===== src/rtl/mem_access_unit.sv =====
// mem_access_unit
//   Load/store front end between the EX/MEM pipeline register and data memory.
//   Accepts one memory op per handshake (IDLE), performs the memory access for
//   one cycle (ACCESS) and presents the result for one cycle (RESP).
//
// Ports
//   clk, reset            pipeline clock, asynchronous active-high reset
//   req_valid             an op is presented this cycle
//   MemRead, MemWrite     op kind; both set is treated as a load
//   Funct3                access size / signedness (instruction bits 14:12)
//   addr, wd              byte address and store data
//   req_ready             high only while idle
//   stall                 hold the pipeline until the op reaches RESP
//   resp_valid            one-cycle completion pulse
//   rdata                 extended load result, held until the next RESP
//   misalign              misaligned-access flag, valid in RESP
//   mem_addr              word-aligned address to data memory
//   mem_wdata             lane-replicated store data
//   mem_wr                per-byte write enables, bit i writes lane i
//   mem_rdata             raw word read from data memory
//
// Configuration
//   MEM_MISALIGN_TRAP_EN  when defined, misaligned ops are suppressed (no write,
//                         rdata 0) and flagged on misalign in their RESP cycle.
//                         When undefined, misalign is tied 0 and offending low
//                         address bits are ignored.

module mem_access_unit #(
  parameter int DM_ADDRESS = 9,
  parameter int DATA_W     = 32
) (
  input  logic                  clk,
  input  logic                  reset,
  input  logic                  req_valid,
  input  logic                  MemRead,
  input  logic                  MemWrite,
  input  logic [2:0]            Funct3,
  input  logic [DM_ADDRESS-1:0] addr,
  input  logic [DATA_W-1:0]     wd,
  output logic                  req_ready,
  output logic                  stall,
  output logic                  resp_valid,
  output logic [DATA_W-1:0]     rdata,
  output logic                  misalign,
  output logic [31:0]           mem_addr,
  output logic [DATA_W-1:0]     mem_wdata,
  output logic [3:0]            mem_wr,
  input  logic [DATA_W-1:0]     mem_rdata
);

  typedef enum logic [1:0] {
    S_IDLE   = 2'd0,
    S_ACCESS = 2'd1,
    S_RESP   = 2'd2
  } state_t;

  state_t                  r_state;
  state_t                  w_next;
  logic [DM_ADDRESS-1:0]   r_addr;
  logic [2:0]              r_f3;
  logic [DATA_W-1:0]       r_wd;
  logic                    r_is_load;
  logic [DATA_W-1:0]       r_rdata;
  logic                    w_op;
  logic [1:0]              w_lane;
  logic                    w_trap;

  // Byte-write mask for a store; the half-word case keys on lane[1] only, so
  // an odd half address still lands on its containing half.
  function automatic logic [3:0] f_store_mask(input logic [2:0] f3,
                                              input logic [1:0] lane);
    case (f3)
      3'b000:  return 4'b0001 << lane;
      3'b001:  return 4'b0011 << {lane[1], 1'b0};
      3'b010:  return 4'b1111;
      default: return 4'b0000;
    endcase
  endfunction

  // Replicate store data across lanes so the mask alone selects the target.
  function automatic logic [DATA_W-1:0] f_store_data(input logic [2:0]        f3,
                                                     input logic [DATA_W-1:0] d);
    case (f3)
      3'b000:  return {4{d[7:0]}};
      3'b001:  return {2{d[15:0]}};
      default: return d;
    endcase
  endfunction

  function automatic logic [DATA_W-1:0] f_load_extend(input logic [2:0]        f3,
                                                      input logic [1:0]        lane,
                                                      input logic [DATA_W-1:0] w);
    logic signed [7:0]        b;
    logic signed [15:0]       h;
    logic signed [DATA_W-1:0] s;
    b = w[{lane, 3'b000} +: 8];
    h = w[{lane[1], 4'b0000} +: 16];
    s = '0;
    case (f3)
      3'b000: begin s = b; return s; end
      3'b100: return {{(DATA_W-8){1'b0}}, b};
      3'b001: begin s = h; return s; end
      3'b101: return {{(DATA_W-16){1'b0}}, h};
      default: return w;
    endcase
  endfunction

`ifdef MEM_MISALIGN_TRAP_EN
  logic r_misalign;

  // Store funct3 101 is not a store size, so only loads flag it.
  function automatic logic f_misaligned(input logic       is_load,
                                        input logic [2:0] f3,
                                        input logic [1:0] lane);
    case (f3)
      3'b001:  return lane[0];
      3'b101:  return is_load & lane[0];
      3'b010:  return (lane != 2'b00);
      default: return 1'b0;
    endcase
  endfunction

  assign w_trap   = f_misaligned(r_is_load, r_f3, w_lane);
  assign misalign = r_misalign;
`else
  assign w_trap   = 1'b0;
  assign misalign = 1'b0;
`endif

  assign w_op      = req_valid & (MemRead | MemWrite);
  assign w_lane    = r_addr[1:0];
  assign stall     = w_op & (r_state != S_RESP);
  assign mem_addr  = {{(32-DM_ADDRESS){1'b0}}, r_addr[DM_ADDRESS-1:2], 2'b00};
  assign mem_wdata = f_store_data(r_f3, r_wd);
  assign rdata     = r_rdata;

  always_ff @(posedge clk or posedge reset) begin
    if (reset) r_state <= S_IDLE;
    else       r_state <= w_next;
  end

  // mem_wr decodes from the state register, so an asynchronous reset drops it
  // immediately and a store whose edge has not arrived is abandoned.
  always_comb begin
    w_next     = r_state;
    req_ready  = 1'b0;
    resp_valid = 1'b0;
    mem_wr     = 4'b0000;
    case (r_state)
      S_IDLE: begin
        req_ready = 1'b1;
        if (w_op) w_next = S_ACCESS;
      end
      S_ACCESS: begin
        if (!r_is_load && !w_trap) mem_wr = f_store_mask(r_f3, w_lane);
        w_next = S_RESP;
      end
      S_RESP: begin
        resp_valid = 1'b1;
        w_next     = S_IDLE;
      end
      default: w_next = S_IDLE;
    endcase
  end

  // Request latch at accept; result capture at the closing edge of ACCESS
  always_ff @(posedge clk or posedge reset) begin
    if (reset) begin
      r_addr    <= '0;
      r_f3      <= '0;
      r_wd      <= '0;
      r_is_load <= 1'b0;
      r_rdata   <= '0;
    end else begin
      if (r_state == S_IDLE && w_op) begin
        r_addr    <= addr;
        r_f3      <= Funct3;
        r_wd      <= wd;
        r_is_load <= MemRead;
      end
      if (r_state == S_ACCESS)
        r_rdata <= (r_is_load && !w_trap) ? f_load_extend(r_f3, w_lane, mem_rdata) : '0;
    end
  end

`ifdef MEM_MISALIGN_TRAP_EN
  // Set only across the RESP cycle of a trapped op.
  always_ff @(posedge clk or posedge reset) begin
    if (reset) r_misalign <= 1'b0;
    else       r_misalign <= (r_state == S_ACCESS) && w_trap;
  end
`endif

endmodule

===== config.mk =====
export PLATFORM = sky130hd
export DESIGN_NAME = mem_access_unit
export DESIGN_NICKNAME = d
export VERILOG_FILES = /design/src/rtl/mem_access_unit.sv
export SDC_FILE = /design/constraint.sdc
export NUM_CORES = 1
export LEC_CHECK = 0
export ABC_AREA = 1
export BUFFER_PORTS_ARGS = -buffer_cell sky130_fd_sc_hd__buf_4
export CORE_MARGIN = 8
export CORE_UTILIZATION = 35
export DETAILED_ROUTE_END_ITERATION = 6
export PLACE_DENSITY_LB_ADDON = 0.1
export SYNTH_ARGS = -nofsm -noshare
export SYNTH_HDL_FRONTEND = slang
export SYNTH_SLANG_ARGS = --single-unit

===== constraint.sdc =====
create_clock -name clk -period 2.2 [get_ports clk]
set_input_delay 0.11 -clock clk [delete_from_list [all_inputs] [get_ports clk]]
set_output_delay 0.11 -clock clk [all_outputs]
set_load 0.02 [all_outputs]

==> out/metrics.sh, run 1 <==
PWR-SHARE-COMB=0.435
GRT.TOTAL_USAGE=0.168
WHS_PATH_DEPTH=3
REGISTER_AREA_SHARE_AFTER_SYNTHESIS=0.445
REQUIRED_NS=2.09
FINAL_HOLD_VIOL_COUNT=0
SYN-CELL-AREA_UM2=4440
POWER.CLOCK.FRACTION=0.226
CRIT_ARRIVAL_NS=1.91
STARTPOINT_TYPE='flip-flop'
POST_SYNTH_NUM_CELL_TYPES=28
POWER_PER_STANDARD_CELL_AREA_nW_PER_UM2=1000
CRIT_PATH_MAX_FANOUT=21
GP_CONGESTION=0.836
HPWL_MM=10.3
SYNTHDOMINANTAREACELLTYPE='sky130_fd_sc_hd__dfrtp_1'
VIAS_PER_CELL=4.56
VDD.IR_DROP.WORST_uV=505
NUM_ANTENNA_CELLS=0
CLOCK_SINKS=79
WORSTSETUPPATHTYPE='reg -> out'
COUNT_OF_MAPPED_CELLS_OUT_OF_SYNTHESIS=595
SEQ_POWER_SHARE=0.339
H-TREE-DEPTH=3
VIA_COUNT_OF_THE_FIRST_GLOBAL_ROUTING_PASS=4341
CRITICAL_PATH_BUF_INV_COUNT=2
CRITICAL_PATH.ENDPOINT_TYPE='primary output'
CTS_TREE='built'
ACHIEVABLE-FREQUENCY_MHz=495
P_LEAK_nW=3.45
UTILIZATION=0.499
CLK_PIN_SLEW_NS=0.06
IO_BUFFERS=158
P_SW_mW=2.52
GLOBALROUTEOVERFLOWTOTAL=0
DIEAREA_UM2=16600
SETUP_VIOL_COUNT_FINAL=0
IO-PIN-COUNT=185
CP_SLOWEST_STAGE_DELAY_NS=0.51
SLEW_VIOL_FINAL=0
SYNTH.MOST_COMMON_CELL='sky130_fd_sc_hd__nand2_1'
YS.WARNINGS.COUNT=0
POST_ROUTE_CELLS_DRIVE_ABOVE_1_SHARE=0.267
CRITICAL-PATH-TOP-DELAY-FAMILY='simple AND/OR/NAND/NOR gates'
DESIGN.CORE.AREA_UM2=12500
P_INT_mW=3.74
GRT_MAX_DEGREE=43
HP_CLASS='in -> reg'
DIEHEIGHT_UM=129
FLOORPLAN.INITIALDENSITY=0.355
R2R.WORST_PATH.CELLS=7
SYNTH_TOP_CELL_AREA_SHARE=0.445
RSZ0062_AT_GRT='no'
WIRE_LENGTH_OF_THE_FIRST_GLOBAL_ROUTING_PASS_MM=22.0
DRT-WIRELENGTH-PER-CELL_UM=14.8
NUMCTSBUFFERS=9
ROUTE.FINAL.WIRE_LENGTH_MM=14.0
ROW_COUNT=41
CLOCK-SKEW-FINAL_NS=0.00305
INITIAL_DETAILED_ROUTING_VIOLATION_COUNT=216
DRCVIOLATIONCOUNT=0
HOLDWS_NS=0.0167
POSTSYNTHREGISTERBITS=79
WORST-SLEW-PIN-TRANSITION_NS=0.881
STATUS='complete, no violations'
POSTSYNTH.TOPFLOPCELL='sky130_fd_sc_hd__dfrtp_1'
PATH_CELLS='inv_6 -> nand2_4 -> nor2_4 -> nand2_1 -> o211ai_1 -> buf_4'
WORST_RELATIVE_SLEW_SLACK=0.412
POSTSYNTHAREAPERCELL_UM2=7.47
P_SW_FRAC=0.402
CLOCK_TREE.ROOT_CELL='sky130_fd_sc_hd__clkbuf_16'
SYNTH_COMMON_CELLS='sky130_fd_sc_hd__nand2_1 (268), sky130_fd_sc_hd__dfrtp_1 (79), sky130_fd_sc_hd__buf_4 (46)'
CTS_BUFFER_DEPTH=2
CRITICAL-PATH-SLOWEST-CELL='sky130_fd_sc_hd__dfrtp_2'
PLACEDINSTANCEAREA_UM2=5480
GRT_ANTENNA_BEFORE_REPAIR=0
SYNTH_ENABLE_FLOP_CELLS=0
WORSTSKEWPAIRLATENCY_NS=0.33
VIAS=4336
FLOORPLAN.DIE.WIDTH_UM=129
CRITICAL_PATH_DEPTH=6
MAX_CAPACITANCE_VIOLATION_COUNT=0
FLOW.AREA_GROWTH_FROM_SYNTHESIS_PCT=40.5
ANT_NETS=0
PERIOD_MINUS_SLACK_NS=2.02
LAYOUT.CELL_AREA.NON_FILLER_UM2=6240
SETUP-TNS-FINAL_NS=0
FIRST_PASS_ITERS=5
POST-ROUTE-PERIOD-UTIL=0.917
NUM-NETS-FINAL=854
SYNTH-ASYNC-RESET-RATIO=1.00
LARGEST_CELLS_BY_AREA_AFTER_SYNTHESIS='sky130_fd_sc_hd__dfrtp_1 (44%), sky130_fd_sc_hd__nand2_1 (23%), sky130_fd_sc_hd__buf_4 (7.8%), sky130_fd_sc_hd__o21ai_0 (4.8%), sky130_fd_sc_hd__inv_1 (3.0%)'
## registers in the layout (all words and copies together) (netlist names)
| name | cells |
|---|---|
| rdata | 32 |
| r_wd | 32 |
| r_f3 | 3 |
| r_is_load | 1 |
| r_addr | 9 |
| r_state | 2 |
## metrics by stage
step | total power [mW] | setup slack (ns) | std cells
6_report | 6.26 | 0.182 | 950
5_1_grt | 6.67 | 0.0520 | 950
4_1_cts | 6.30 | 0.0326 | 947
3_5_place_dp | 4.79 | 0.401 | 886
3_3_place_gp | 4.77 | 0.453 | 886
2_1_floorplan | 3.86 | 0.0666 | 620
## placed cells by master (no fill, tap or decap), types with 9 or more instances in the layout
cell type                       instances
sky130_fd_sc_hd__conb_1                26
sky130_fd_sc_hd__o21ai_0               43
sky130_fd_sc_hd__a21oi_1               22
sky130_fd_sc_hd__buf_4                165
sky130_fd_sc_hd__dfrtp_1               78
sky130_fd_sc_hd__dlygate4sd3_1         45
sky130_fd_sc_hd__inv_1                 35
sky130_fd_sc_hd__nand2_1              268
sky130_fd_sc_hd__nor2_1                26
sky130_fd_sc_hd__nand3_1               10
sky130_fd_sc_hd__o211ai_1              12
sky130_fd_sc_hd__clkbuf_16              9
## worst paths after layout
path	startpoint	end	slack, ns
min in group asynchronous	reset	r_addr[4]	0.22
setup reg to reg	r_f3[1]	rdata[19]	0.49
hold reg to reg	r_wd[26]	r_wd[26]	0.47
setup / recovery	r_f3[1]	mem_wdata[24]	0.18
hold / removal	Funct3[1]	r_f3[1]	0.02
max in group asynchronous	reset	r_f3[1]	1.18
## cell type report
| type | count | area [um2] |
|---|---|---|
| fillers | 1280 | 6270 |
| flip-flops and latches | 79 | 1980 |
| multi-input cells | 431 | 1900 |
| repair buffers | 211 | 1710 |
| clock buffers | 13 | 260 |
| well taps | 172 | 215 |
| inverters | 41 | 165 |
| clock inverters | 3 | 17.5 |
## layer usage
layer | track usage | vias to the layer above | part of all wire
met1 | 0.198 | 2027 | 0.41
met3 | 0.0575 | 13 | 0.083
met4 | 0.0498 | 0 | 0.011
li1 | - | 2140 | -
met5 | 0 | - | 0
met2 | 0.284 | 156 | 0.49
## power groups by stage
stage	combinational, mW	clock [mW]	sequential (mW)
after floorplan	1.59	0	2.27
after global placement	2.64	0	2.13
after detailed placement	2.65	0	2.14
after CTS	2.73	1.46	2.12
after global routing	2.98	1.51	2.17
final	2.73	1.42	2.12
## worst min-delay path, cell delays in order
cell	delay, ns
sky130_fd_sc_hd__buf_4	0.09
sky130_fd_sc_hd__nand2_1	0.04
sky130_fd_sc_hd__o21ai_0	0.07
## repair_timing
action,CTS,global route
resized for setup,0,2
setup buffers,0,2
hold buffers,45,0
endpoints found under the setup margin,0,20
endpoints found under the hold margin,51,0
## kinds of logic (layout without fill, tap and decap cells)
kind of cell	Yosys count	count (layout)	share of synthesized area
AOI/OAI and AO/OA	79	79	0.0957
muxes	7	7	0.0177
DFF	79	79	0.445
other	1	26	0.000844
and+or+nand+nor	318	319	0.289
buffers and inverters	111	268	0.152
Note: power is estimated with default switching activity, not from simulation.
==> run 2: changes to the inputs <==
==> constraint.sdc (replaced) <==
create_clock -name clk -period 2.2 [get_ports clk]
set_input_delay 0 -clock clk [delete_from_list [all_inputs] [get_ports clk]]
set_output_delay 0 -clock clk [all_outputs]
set_load 0.02 [all_outputs]
==> out/metrics.sh, run 2 (same netlist as run 1, synthesis figures left out) <==
POST_ROUTE_CELLS_DRIVE_ABOVE_1_SHARE=0.261
PERIOD_MINUS_SLACK_NS=1.92
CLOCK_SINKS=79
REG2REG_CAPTURE_POINT='rdata[17]'
NUMCTSBUFFERS=9
FLOW.AREA_GROWTH_FROM_SYNTHESIS_PCT=41.5
WORSTSKEWPAIRLATENCY_NS=0.33
FLOORPLAN.INITIALDENSITY=0.355
VIA_COUNT_OF_THE_FIRST_GLOBAL_ROUTING_PASS=4440
FINAL_CELL_MIX='sky130_fd_sc_hd__nand2_1 (268), sky130_fd_sc_hd__buf_4 (162), sky130_fd_sc_hd__dfrtp_1 (79), sky130_fd_sc_hd__dlygate4sd3_1 (49), sky130_fd_sc_hd__o21ai_0 (43)'
VDD.IR_DROP.WORST_uV=460
MOST_COMMON_CELL_AFTER_LAYOUT_FILL_AND_TAPS_ASIDE='sky130_fd_sc_hd__nand2_1'
NUM-NETS-FINAL=855
LAYOUT.CELL_AREA.NON_FILLER_UM2=6290
PLACE_WORST_SETUP_SLACK_NS=0.590
FINAL_CELLS=949
WORSTSETUPPATHTYPE='reg -> out'
SLEW_VIOL_FINAL=0
DRT-WIRELENGTH-PER-CELL_UM=14.9
CRIT_ARRIVAL_NS=1.92
RSZ0062_AT_GRT='no'
CTS_TREE='built'
R2R.WORST_PATH.CELLS=7
SETUP_VIOL_COUNT_FINAL=0
WORST_SETUP_PATH_ENDPOINT='mem_wr[2]'
FINAL_HOLD_VIOL_COUNT=0
CRITICAL_PATH.ENDPOINT_TYPE='primary output'
SETUP-TNS-FINAL_NS=0
STATUS='complete, no violations'
FLOORPLAN.DIE.WIDTH_UM=129
GRT_ANTENNA_BEFORE_REPAIR=0
SETUP.REG_TO_REG.WORST_SLACK_NS=0.57
CLOCK-SKEW-FINAL_NS=0.00537
WORST_RELATIVE_SLEW_SLACK=0.420
NUM_ANTENNA_CELLS=0
SETUP_SLACK_NS=0.279
H-TREE-DEPTH=3
GLOBALROUTEOVERFLOWTOTAL=0
UTILIZATION=0.502
PLACEDINSTANCEAREA_UM2=5500
P_LEAK_nW=3.47
INITIAL_DETAILED_ROUTING_VIOLATION_COUNT=325
IO_BUFFERS=158
CLK_PIN_SLEW_NS=0.06
CTS_BUFFER_DEPTH=2
FIRST_PASS_ITERS=5
POWER_PER_STANDARD_CELL_AREA_nW_PER_UM2=1020
HOLDWS_NS=0.0170
HPWL_MM=10.2
DIEAREA_UM2=16600
WORST_R2R_STARTPOINT='r_f3[1]'
STARTPOINT_TYPE='flip-flop'
POST_CTS_GATE_RESIZE_COUNT=0
POST-ROUTE-PERIOD-UTIL=0.873
DRCVIOLATIONCOUNT=0
ACHIEVABLE-FREQUENCY_MHz=521
POST_LAYOUT_TOTAL_POWER_mW=6.40
DIEHEIGHT_UM=129
GRT_MAX_DEGREE=55
IO-PIN-COUNT=185
CRIT_START='r_f3[1]'
HP_CLASS='in -> reg'
REQUIRED_NS=2.20
DESIGN.CORE.AREA_UM2=12500
VIAS=4272
WIRE_LENGTH_OF_THE_FIRST_GLOBAL_ROUTING_PASS_MM=22.5
GRT.TOTAL_USAGE=0.171
WORST-SLEW-PIN-TRANSITION_NS=0.869
CRIT_PATH_MAX_FANOUT=21
ROUTE.FINAL.WIRE_LENGTH_MM=14.2
PLACE.DETAILED.INSTANCES=886
VIAS_PER_CELL=4.50
FILLCELLCOUNT=1260
GP_CONGESTION=0.826
ROW_COUNT=41
MAX_CAPACITANCE_VIOLATION_COUNT=0
ANT_NETS=0
CLOCK_TREE.ROOT_CELL='sky130_fd_sc_hd__clkbuf_16'
[run 2: cell types whose count changed in the layout (fill, tap and decap cells not counted), sizes merged]
cell,previous run,this run
dlygate4sd3,45,49
clkbuf,13,10
clkinv,3,2
bufinv,0,2
buf,166,164
nor2,31,30
[run 2: layout make-up]
class	instances	area (um2)	share of cell area
multi-input combinational	430	1890	0.300
clock buffer	10	229	0.0364
inverter	41	163	0.0259
sequential	79	1980	0.314
timing repair buffer	213	1750	0.278
tap	172	215	0.0342
clock inverter	4	72.6	0.0115
[run 2: power by group]
group	switching (mW)	leakage [nW]	internal, mW
clock	0.582	0.144	0.979
sequential	0.276	1.01	1.83
combinational	1.64	2.32	1.08
[run 2: what timing repair did]
item,CTS,global route
hold buffers,49,0
setup buffers,0,0
endpoints found under the setup margin,0,0
hold endpoints to repair,77,0
[run 2: worst min path at each step]
stage	cells after the start	to	startpoint	slack, ns
after CTS	5	rdata[28]	mem_rdata[28]	0.004
after global placement	2	r_addr[5]	reset	0.07
after floorplan	2	r_addr[2]	addr[2]	0.11
after global routing	5	rdata[28]	mem_rdata[28]	0.03
final	5	rdata[28]	mem_rdata[28]	0.02
after detailed placement	2	r_addr[5]	reset	0.07
[run 2: layer usage]
layer,GRT usage,part of all wire
met1,0.202,0.41
met2,0.293,0.50
met3,0.0513,0.077
met4,0.0532,0.013
met5,0,0
[run 2: critical path: stages, from the launching register on]
cell and delay [ns]:
sky130_fd_sc_hd__dfrtp_1 0.40, sky130_fd_sc_hd__inv_4 0.20, sky130_fd_sc_hd__nand2_4 0.16, sky130_fd_sc_hd__nor2_8 0.29, sky130_fd_sc_hd__nand3_1 0.11, sky130_fd_sc_hd__a21oi_1 0.22
sky130_fd_sc_hd__buf_4 0.18
